<file path="src/rtl/scan_select_sequencer.sv">
// Channel-select sequencer feeding a 2:4 one-hot decoder: blank, dwell, step through ch_mask.
// Optional SCAN_SWEEP_CNT_EN adds an 8-bit completed-sweep counter output (sweep_cnt).
module scan_select_sequencer #(
  parameter int DWELL_W   = 8,
  parameter int BLANK_CYC = 2
) (
  input  logic               clk,
  input  logic               rst,
  input  logic               start,
  input  logic               stop,
  input  logic               continuous,
  input  logic [3:0]         ch_mask,
  input  logic [DWELL_W-1:0] dwell,
  output logic               sel_a,
  output logic               sel_b,
  output logic               sel_valid,
  output logic               busy,
  output logic               done
`ifdef SCAN_SWEEP_CNT_EN
  ,
  output logic [7:0]         sweep_cnt
`endif
);

  localparam int BW = (BLANK_CYC > 0) ? $clog2(BLANK_CYC + 1) : 1;
  localparam logic ZERO_BLANK = (BLANK_CYC == 0);

  typedef enum logic [1:0] {IDLE, BLANK, DWELL} state_t;
  localparam state_t ENTRY_STATE = ZERO_BLANK ? DWELL : BLANK;

  state_t             state;
  logic [1:0]         sel;
  logic [3:0]         mask_reg;
  logic [DWELL_W-1:0] dwell_cnt;
  logic [BW-1:0]      blank_cnt;

  logic [DWELL_W-1:0] dwell_eff;
  logic               low_any;
  logic [1:0]         low_ch;
  logic               nxt_any;
  logic [1:0]         nxt_ch;

  assign dwell_eff = (dwell == '0) ? DWELL_W'(1) : dwell;

  // low_*: lowest enabled channel of the live mask (used at start and wrap);
  // nxt_*: next enabled channel above the current one in the latched mask.
  always_comb begin
    low_any = 1'b0;
    low_ch  = 2'd0;
    nxt_any = 1'b0;
    nxt_ch  = sel;
    for (int k = 3; k >= 0; k--) begin
      if (ch_mask[k]) begin
        low_any = 1'b1;
        low_ch  = 2'(k);
      end
      if (mask_reg[k] && (2'(k) > sel)) begin
        nxt_any = 1'b1;
        nxt_ch  = 2'(k);
      end
    end
  end

  always_ff @(posedge clk or posedge rst) begin
    if (rst) begin
      state     <= IDLE;
      sel       <= 2'd0;
      mask_reg  <= 4'd0;
      dwell_cnt <= '0;
      blank_cnt <= '0;
      sel_valid <= 1'b0;
      busy      <= 1'b0;
      done      <= 1'b0;
`ifdef SCAN_SWEEP_CNT_EN
      sweep_cnt <= 8'd0;
`endif
    end else begin
      done <= 1'b0;
      if (stop) begin
        state     <= IDLE;
        sel_valid <= 1'b0;
        busy      <= 1'b0;
      end else begin
        case (state)
          IDLE: begin
            if (start) begin
              if (low_any) begin
                mask_reg  <= ch_mask;
                sel       <= low_ch;
                busy      <= 1'b1;
                state     <= ENTRY_STATE;
                sel_valid <= ZERO_BLANK;
                blank_cnt <= BW'(BLANK_CYC);
                dwell_cnt <= dwell_eff;
              end else begin
                done <= 1'b1;
              end
            end
          end

          BLANK: begin
            if (blank_cnt <= BW'(1)) begin
              state     <= DWELL;
              sel_valid <= 1'b1;
              dwell_cnt <= dwell_eff;
            end else begin
              blank_cnt <= blank_cnt - BW'(1);
            end
          end

          DWELL: begin
            if (dwell_cnt > DWELL_W'(1)) begin
              dwell_cnt <= dwell_cnt - DWELL_W'(1);
            end else if (nxt_any) begin
              sel       <= nxt_ch;
              state     <= ENTRY_STATE;
              sel_valid <= ZERO_BLANK;
              blank_cnt <= BW'(BLANK_CYC);
              dwell_cnt <= dwell_eff;
            end else begin
              // Last enabled channel finished: the sweep is complete either way.
`ifdef SCAN_SWEEP_CNT_EN
              sweep_cnt <= sweep_cnt + 8'd1;
`endif
              if (continuous && low_any) begin
                mask_reg  <= ch_mask;
                sel       <= low_ch;
                state     <= ENTRY_STATE;
                sel_valid <= ZERO_BLANK;
                blank_cnt <= BW'(BLANK_CYC);
                dwell_cnt <= dwell_eff;
              end else begin
                state     <= IDLE;
                sel_valid <= 1'b0;
                busy      <= 1'b0;
                done      <= 1'b1;
              end
            end
          end

          default: begin
            state     <= IDLE;
            sel_valid <= 1'b0;
            busy      <= 1'b0;
          end
        endcase
      end
    end
  end

  assign sel_a = sel[1];
  assign sel_b = sel[0];

endmodule

</file>
<file path="config.mk">
export PLATFORM = sky130hd
export DESIGN_NAME = scan_select_sequencer
export DESIGN_NICKNAME = d
export VERILOG_FILES = /design/src/rtl/scan_select_sequencer.sv
export SDC_FILE = /design/constraint.sdc
export NUM_CORES = 1
export LEC_CHECK = 0
export ABC_CLOCK_PERIOD_IN_PS = 4360
export CAP_MARGIN = 20
export CORE_MARGIN = 2
export CORE_UTILIZATION = 53
export DETAILED_ROUTE_END_ITERATION = 7
export PLACE_DENSITY = 0.79
export SLEW_MARGIN = 20
export SYNTH_ARGS = -nofsm -noshare
export SYNTH_HDL_FRONTEND = slang
export SYNTH_SLANG_ARGS = --single-unit
</file>
<file path="constraint.sdc">
create_clock -name clk -period 4.36 [get_ports clk]
set_clock_uncertainty 0.15 [all_clocks]
set_input_delay 0.872 -clock clk [delete_from_list [all_inputs] [get_ports clk]]
set_output_delay 0.872 -clock clk [all_outputs]
set_load 0.02 [all_outputs]
</file>
# Yosys cells after proc, flatten, opt, wreduce, memory -nomap -nowiden
# Index checks and enable logic that the tools add are counted.
# W data, S select, Z words.
[classes] add_sub_neg=2 magnitude_cmp=6 eq_ne=19 mux=71 bitwise_logic=1 reduce_logical=15
[op_table] op="$mux W8" n=7
[op_table] op="$mux W2" n=24
[op_table] op="$mux W1" n=27
[op_table] op="$pmux W8 S3" n=1
[op_table] op="$ne A3 B3 Y1 const B" n=7
[op_table] op="$reduce_and A7 Y1" n=3
[op_table] op="$mux W4" n=5
[op_table] op="$ne A2 B2 Y1 const B" n=8
[op_table] op="$pmux W2 S3" n=2
[op_table] op="$reduce_and A6 Y1" n=2
[op_table] op="$gt A8 B1 Y1 const B" n=1
[op_table] op="$logic_not A8 Y1" n=1
[op_table] op="$pmux W4 S2" n=1
[op_table] op="$sub A8 B1 Y8 const B" n=1
[op_table] op="$ne A6 B6 Y1 const B" n=1
[op_table] op="$pmux W1 S3" n=2
[op_table] op="$logic_and A1 B1 Y1" n=5
[op_table] op="$gt A1 B2 Y1 const A" n=2
[op_table] op="$gt A2 B2 Y1 const A" n=2
[op_table] op="$ne A4 B4 Y1 const B" n=1
[op_table] op="$pmux W2 S2" n=1
[op_table] op="$reduce_and A4 Y1" n=1
[op_table] op="$reduce_bool A3 Y1" n=1
[op_table] op="$eq A2 B1 Y1 const B" n=1
[op_table] op="7 further kinds" n=7
[word_totals] reg_bits=21 in_bits=17 output_inout_bits=5

# Depth between registers and ports, before layout
# Gate-level depths: netlist of the first run.
[logic_depth] depth_word=10 ltp_mapped=8

# Worst setup path after synthesis of the first run
# No wires, ideal clock.
[synth_path] path_type="input -> register" from="input ch_mask[1]" to="register dwell_cnt[6]" setup_time_ns=0.121 arrival_time_ns=2.192 required_time_ns=4.089 path_slack_ns=1.897 cell_stages=6 cell_sequence="o41ai_4 -> nand2_2 -> or3_1 -> buf_6 -> o221a_1 -> o22a_1"
[synth_between] elab_chain_len=5 word_cells_on_any_way=6 classes_between="eq/ne (2); mux (2); reduce/logical (2)"
[synth_lines] item="start: declaration" line_no="12" source="input logic [3:0] ch_mask,"
[synth_lines] item="$mux W1 * (2 in series)" line_no="53" source="if (ch_mask[k]) begin"
[synth_lines] item="$logic_and A1 B1 Y1" line_no="125" source="if (continuous && low_any) begin"
[synth_lines] item="$ne A4 B4 Y1 (no line)"
[synth_lines] item="$reduce_and A6 Y1 (no line) *"
[synth_lines] item="end signal: assignment" line_no="113" source="dwell_cnt <= dwell_cnt - DWELL_W'(1);"
[synth_lines] item="end signal: assignment" line_no="119" source="dwell_cnt <= dwell_eff;"
[synth_lines] item="end signal: assignment" line_no="131" source="dwell_cnt <= dwell_eff;"
[synth_lines] item="end: declaration" line_no="34" source="logic [DWELL_W-1:0] dwell_cnt;"
# Mark *: on every way between the ends. The rest lies on a longest branch, timed or not.
# A chain may end at the register's enable or synchronous reset.

# Final worst setup path of the first run
# Ends and elaborated chain as after synthesis.

==> qor.csv, run 1 <==
metric,value,unit
outcome,finished clean,
synth-edff-count,0,
path_cells,"clkdlybuf4s50_1, o41ai_4, nand2_2, or3_1, o221a_1, o22a_1",
cp_top_family,compound AO/OA/AOI/OAI gates,
setup_tns,0,ns
clock_sinks,20,
period_minus_slack,2.845,ns
critPathMaxStageDelay,0.51,ns
grt_util_all_layers,0.2389,
vias_per_cell,6.180,
antenna_found_initial,0,
clkTransAtPathRegs,0.11,ns
largest_reg_flops,8,
rsz0062_at_grt,no,
die_y,54.80,µm
grt_max_degree,21,
cp_num_buf_inv,1,
synth.most_common_cell,dfrtp_1,
drc,0,
setup_viol,0,
crit_path_start_kind,input port,
worst_pin_slew,1.040,ns
dieArea,0.003002,mm²
syn_nets,162,
nets,185,
ctsHoldBuffers,0,
hold_depth,1,
grt_pass1_wl,5106,µm
drive_gt1_frac,0.1220,
rr_worst_depth,6,
grt_pass1_vias,1158,
synth_common_cells,"dfrtp_1, nor2_1, inv_1",
ctsResizeCount,0,
ys_types,52,
hold_slack,0.3568,ns
start_util,0.5571,
synthTopCellsByArea,"dfrtp_1, mux2_4, nor2_1",
num_vias,1199,
design_area,0.001633,mm²
worstPathRequired,4.41,ns
synth.largest_area_cell,dfrtp_1,
io_pins,22,
placed_area,0.001597,mm²
core,0.002455,mm²
antennaDiodeCount,0,
ys_seq_elements,20,
max_freq,351.4,MHz
cts-root-buf,clkbuf_4,
wire_per_inst,16.34,µm
slew_viol_final,0,
ys_seq_area_frac,0.3660,
first_pass_iters,4,
drv_cap,0,
gr-total-overflow,0,
synth_warnings,0,
syn_area_per_cell,9.631,µm²
power,0.7852,mW
portBuffers,21,
cts_buffers,3,
h-tree-depth,1,
worstSetupPathDepth,6,
synth_area,0.001368,mm²
peakVddDrop,0.3086,mV
slowest_stage,clkdlybuf4s50_1,
min_path_type,register to register,
syn_inst,142,
yosysTopAreaCellShare,0.3660,
place_inst,190,
async_flop_share,1.000,
fp-row-count,18,
finalHoldViolations,0,
clock_path_buffers,2,
crit_fanout,8,
p_leak,0.6369,nW
drtIter0Drc,32,
routed_wl,3169,µm
fin_cells,194,
die_x,54.80,µm
drtAntennaViolNets,0,
area_growth,19.40,%
finalCritPeriodShare,0.6526,
max_slew_margin,0.3035,
endpoint_kind,register,
synth_flop_cell,dfrtp_1,
cts_setup_buffers,0,
path_class,input port to register,
cts_tree,done,
clk_latency,0.30,ns
hpwl,2372,µm
worstPathArrival,2.90,ns
place.gp.congestion,0.8251,
power.density,480.9,mW/mm²
[worst reg2reg max path, cell delays in order (launching register included)]
cell     delay [ns]
dfrtp_1        0.44
inv_1          0.09
ha_1           0.26
or2_1          0.30
a31oi_1        0.86
a21oi_1        0.16
mux2_1         0.32
[per-stage QoR]
step	setup slack, ns	util
detailed placement	1.195	0.6504
floorplan	1.897	-
finish	1.515	0.6651
global route	1.398	0.6651
global placement	1.232	0.6504
CTS	1.522	0.6651
[logic make-up after synthesis]
| logic type | Yosys count | share of synthesized area |
|---|---|---|
| DFF | 20 | 0.3660 |
| adders and majority gates | 3 | 0.02745 |
| buffers and inverters | 12 | 0.03843 |
| and+or+nand+nor | 53 | 0.2278 |
| muxes | 8 | 0.07136 |
| AOI/OAI and AO/OA | 46 | 0.2690 |
[layer usage]
layer	part of all wire	GRT usage
met1	0.47	0.3190
met4	0.0098	0.08333
met5	0	0
met3	0.030	0.03552
met2	0.49	0.3909
[area by class of cell]
cell class,instances,area (µm²)
fill,203,822.0
multi-input combinational,110,814.5
sequential,20,500.5
timing repair buffer,21,210.2
tap,30,37.54
clock buffer,4,36.28
inverter,9,33.78
[worst paths after layout]
check,start,to,slack (ns)
min,blank_cnt[0],blank_cnt[0],0.36
min reg2reg,blank_cnt[0],blank_cnt[0],0.36
max in group asynchronous,rst,mask_reg[3],2.75
max reg2reg,dwell_cnt[0],dwell_cnt[0],1.68
min in group asynchronous,rst,blank_cnt[1],0.84
max,ch_mask[1],dwell_cnt[6],1.51
[layout by cell type, fill, tap and decap left out, types with 2 or more instances in the layout]
cell type and instances:
clkdlybuf4s50_1 21, dfrtp_1 20, nor2_1 12, inv_1 8
o21ai_0 7, a21oi_1 7, nor2b_1 5, nand2_1 5
nor3_1 5, or3_1 4, a31oi_1 4, nand3_1 3
o221ai_1 3, mux2i_1 3, mux2_4 3, nor3b_1 3
nor4_1 3, ha_1 3, clkbuf_4 3, o21bai_1 2
nand3b_1 2, o211ai_1 2, a22oi_1 2, o2bb2ai_1 2
o22a_1 2, o21ai_1 2, mux2_1 2
[power breakdown]
group	switching [mW]	internal, mW
clock network	0.0591	0.0510
registers	0.0782	0.253
logic	0.178	0.165
Note: power is estimated with default switching activity, not from simulation.
==> run 2: changes to the inputs <==
- ABC_CLOCK_PERIOD_IN_PS: 4360 -> 2870
- clock period: 4.36 -> 2.87 ns (I/O delays scaled with it)
==> run 2 against run 1 <==
Compared with the run above: combinational power up 55%; cell area increased by 1.5%; non-clock buffer count up 5; critical path type unchanged; worst setup slack got worse by 1.1 ns; via count grew 1.1%; register-to-register slack lost 1.1 ns; sequential cell count did not move.
==> qor.csv, run 2 (synthesis results as in run 1) <==
metric,value,unit
core,0.002455,mm²
clock_sinks,20,
drtIter0Drc,29,
clock_path_buffers,2,
hold_slack,0.3553,ns
first_pass_iters,4,
multi_input_area,814.5,µm²
max_slew_margin,0.4848,
setup_tns,0,ns
crit_fanout,8,
largest_reg_flops,8,
nets,190,
drv_cap,0,
area_growth,21.13,%
max_freq,400.5,MHz
final_cell_mix,"clkdlybuf4s50_1, dfrtp_1, nor2_1, inv_1",
antennaDiodeCount,0,
vias_per_cell,6.121,
worstPathArrival,2.55,ns
gr-total-overflow,0,
io_pins,22,
slew_viol_final,0,
wire_per_inst,15.74,µm
endpoint_kind,register,
path_class,input port to register,
power,1.169,mW
cts_setup_buffers,0,
setup_viol,0,
grt_util_all_layers,0.2321,
seq_area,500.5,µm²
crit_path_start_kind,input port,
drive_gt1_frac,0.1429,
rsz0062_at_grt,no,
die_y,54.80,µm
num_vias,1212,
finalHoldViolations,0,
slowest_stage,clkdlybuf4s50_1,
design_area,0.001657,mm²
reg2reg_to,dwell_cnt[3],
startpoint,ch_mask[1],
min_path_type,register to register,
cts-root-buf,clkbuf_4,
placed_area,0.001634,mm²
drtAntennaViolNets,0,
drc,0,
clk_latency,0.30,ns
critPathMaxStageDelay,0.52,ns
peakVddDrop,0.5109,mV
cp-endpoint,dwell_cnt[6],
power.density,705.7,mW/mm²
met1Wirelength,1447,µm
grt_pass1_vias,1103,
place.gp.congestion,0.9107,
routed_wl,3117,µm
die_x,54.80,µm
grt_max_degree,21,
cts_buffers,3,
dr_wl_met2,1528,µm
portBuffers,21,
mostFrequentLayoutCell,clkdlybuf4s50_1,
period_minus_slack,2.497,ns
clkTransAtPathRegs,0.12,ns
r2r_start,dwell_cnt[4],
worstPathRequired,2.93,ns
worst_pin_slew,0.7720,ns
h-tree-depth,1,
grt_pass1_wl,4933,µm
p_leak,0.6556,nW
finalCritPeriodShare,0.8701,
hpwl,2487,µm
fp-row-count,18,
fill_cells,206,
ctsResizeCount,0,
ctsHoldBuffers,0,
outcome,finished clean,
dieArea,0.003002,mm²
antenna_found_initial,0,
path_cells,"clkdlybuf4s50_1, o41ai_4, nand2_2, or3_1, o221a_1, o22a_1",
rr_worst_depth,5,
cts_tree,done,
start_util,0.5571,
reg2reg_slack,0.60,ns
wl_met3,97,µm
routed.top_layer,met4,
-- run 2: cell types whose count changed in the layout (fill, tap and decap cells not counted), sizes merged --
cell	change
buf	+5
clkbuf	-1
-- run 2: final cells by class --
cell class / instances / area share
multi-input cells: 110 / 0.4917
flip-flops and latches: 20 / 0.3021
clock buffers: 3 / 0.01360
repair buffers: 26 / 0.1495
well taps: 30 / 0.02266
inverters: 9 / 0.02039
-- run 2: worst min-delay path by stage --
| stage | start | to | slack [ns] | cells after the start |
|---|---|---|---|---|
| after floorplan | blank_cnt[0] | blank_cnt[0] | 0.31 | 1 |
| after global placement | blank_cnt[0] | blank_cnt[0] | 0.32 | 1 |
| after detailed placement | dwell_cnt[3] | dwell_cnt[3] | 0.34 | 1 |
| after CTS | blank_cnt[0] | blank_cnt[0] | 0.36 | 1 |
| after global routing | blank_cnt[0] | blank_cnt[0] | 0.38 | 1 |
| final | blank_cnt[0] | blank_cnt[0] | 0.36 | 1 |
-- run 2: per-layer routing --
layer | GRT usage | vias up
li1 | - | 596
met5 | 0 | -
met3 | 0.03279 | 6
met4 | 0.07500 | 0
met2 | 0.3889 | 25
met1 | 0.3049 | 585
-- run 2: through the flow --
| stage | std cells | util | setup WS (ns) |
|---|---|---|---|
| 2_1_floorplan | 142 | - | 0.7046 |
| 3_3_place_gp | 195 | 0.6656 | 0.09092 |
| 3_5_place_dp | 195 | 0.6656 | 0.05206 |
| 4_1_cts | 198 | 0.6748 | 0.3838 |
| 5_1_grt | 198 | 0.6748 | 0.2840 |
| 6_report | 198 | 0.6748 | 0.3729 |
-- run 2: worst max-delay path: cells and delay by family --
family,cells,cell delay [ns]
AND/OR/NAND/NOR,2,0.54
buffers and inverters,1,0.52
AO/OA/AOI/OAI,3,0.91
-- run 2: report_power, final --
| part | total, mW | leakage [nW] | switching [mW] | internal [mW] |
|---|---|---|---|---|
| registers | 0.501 | 0.244 | 0.116 | 0.385 |
| clock network | 0.136 | 0.0138 | 0.0866 | 0.0489 |
| logic | 0.532 | 0.398 | 0.271 | 0.262 |
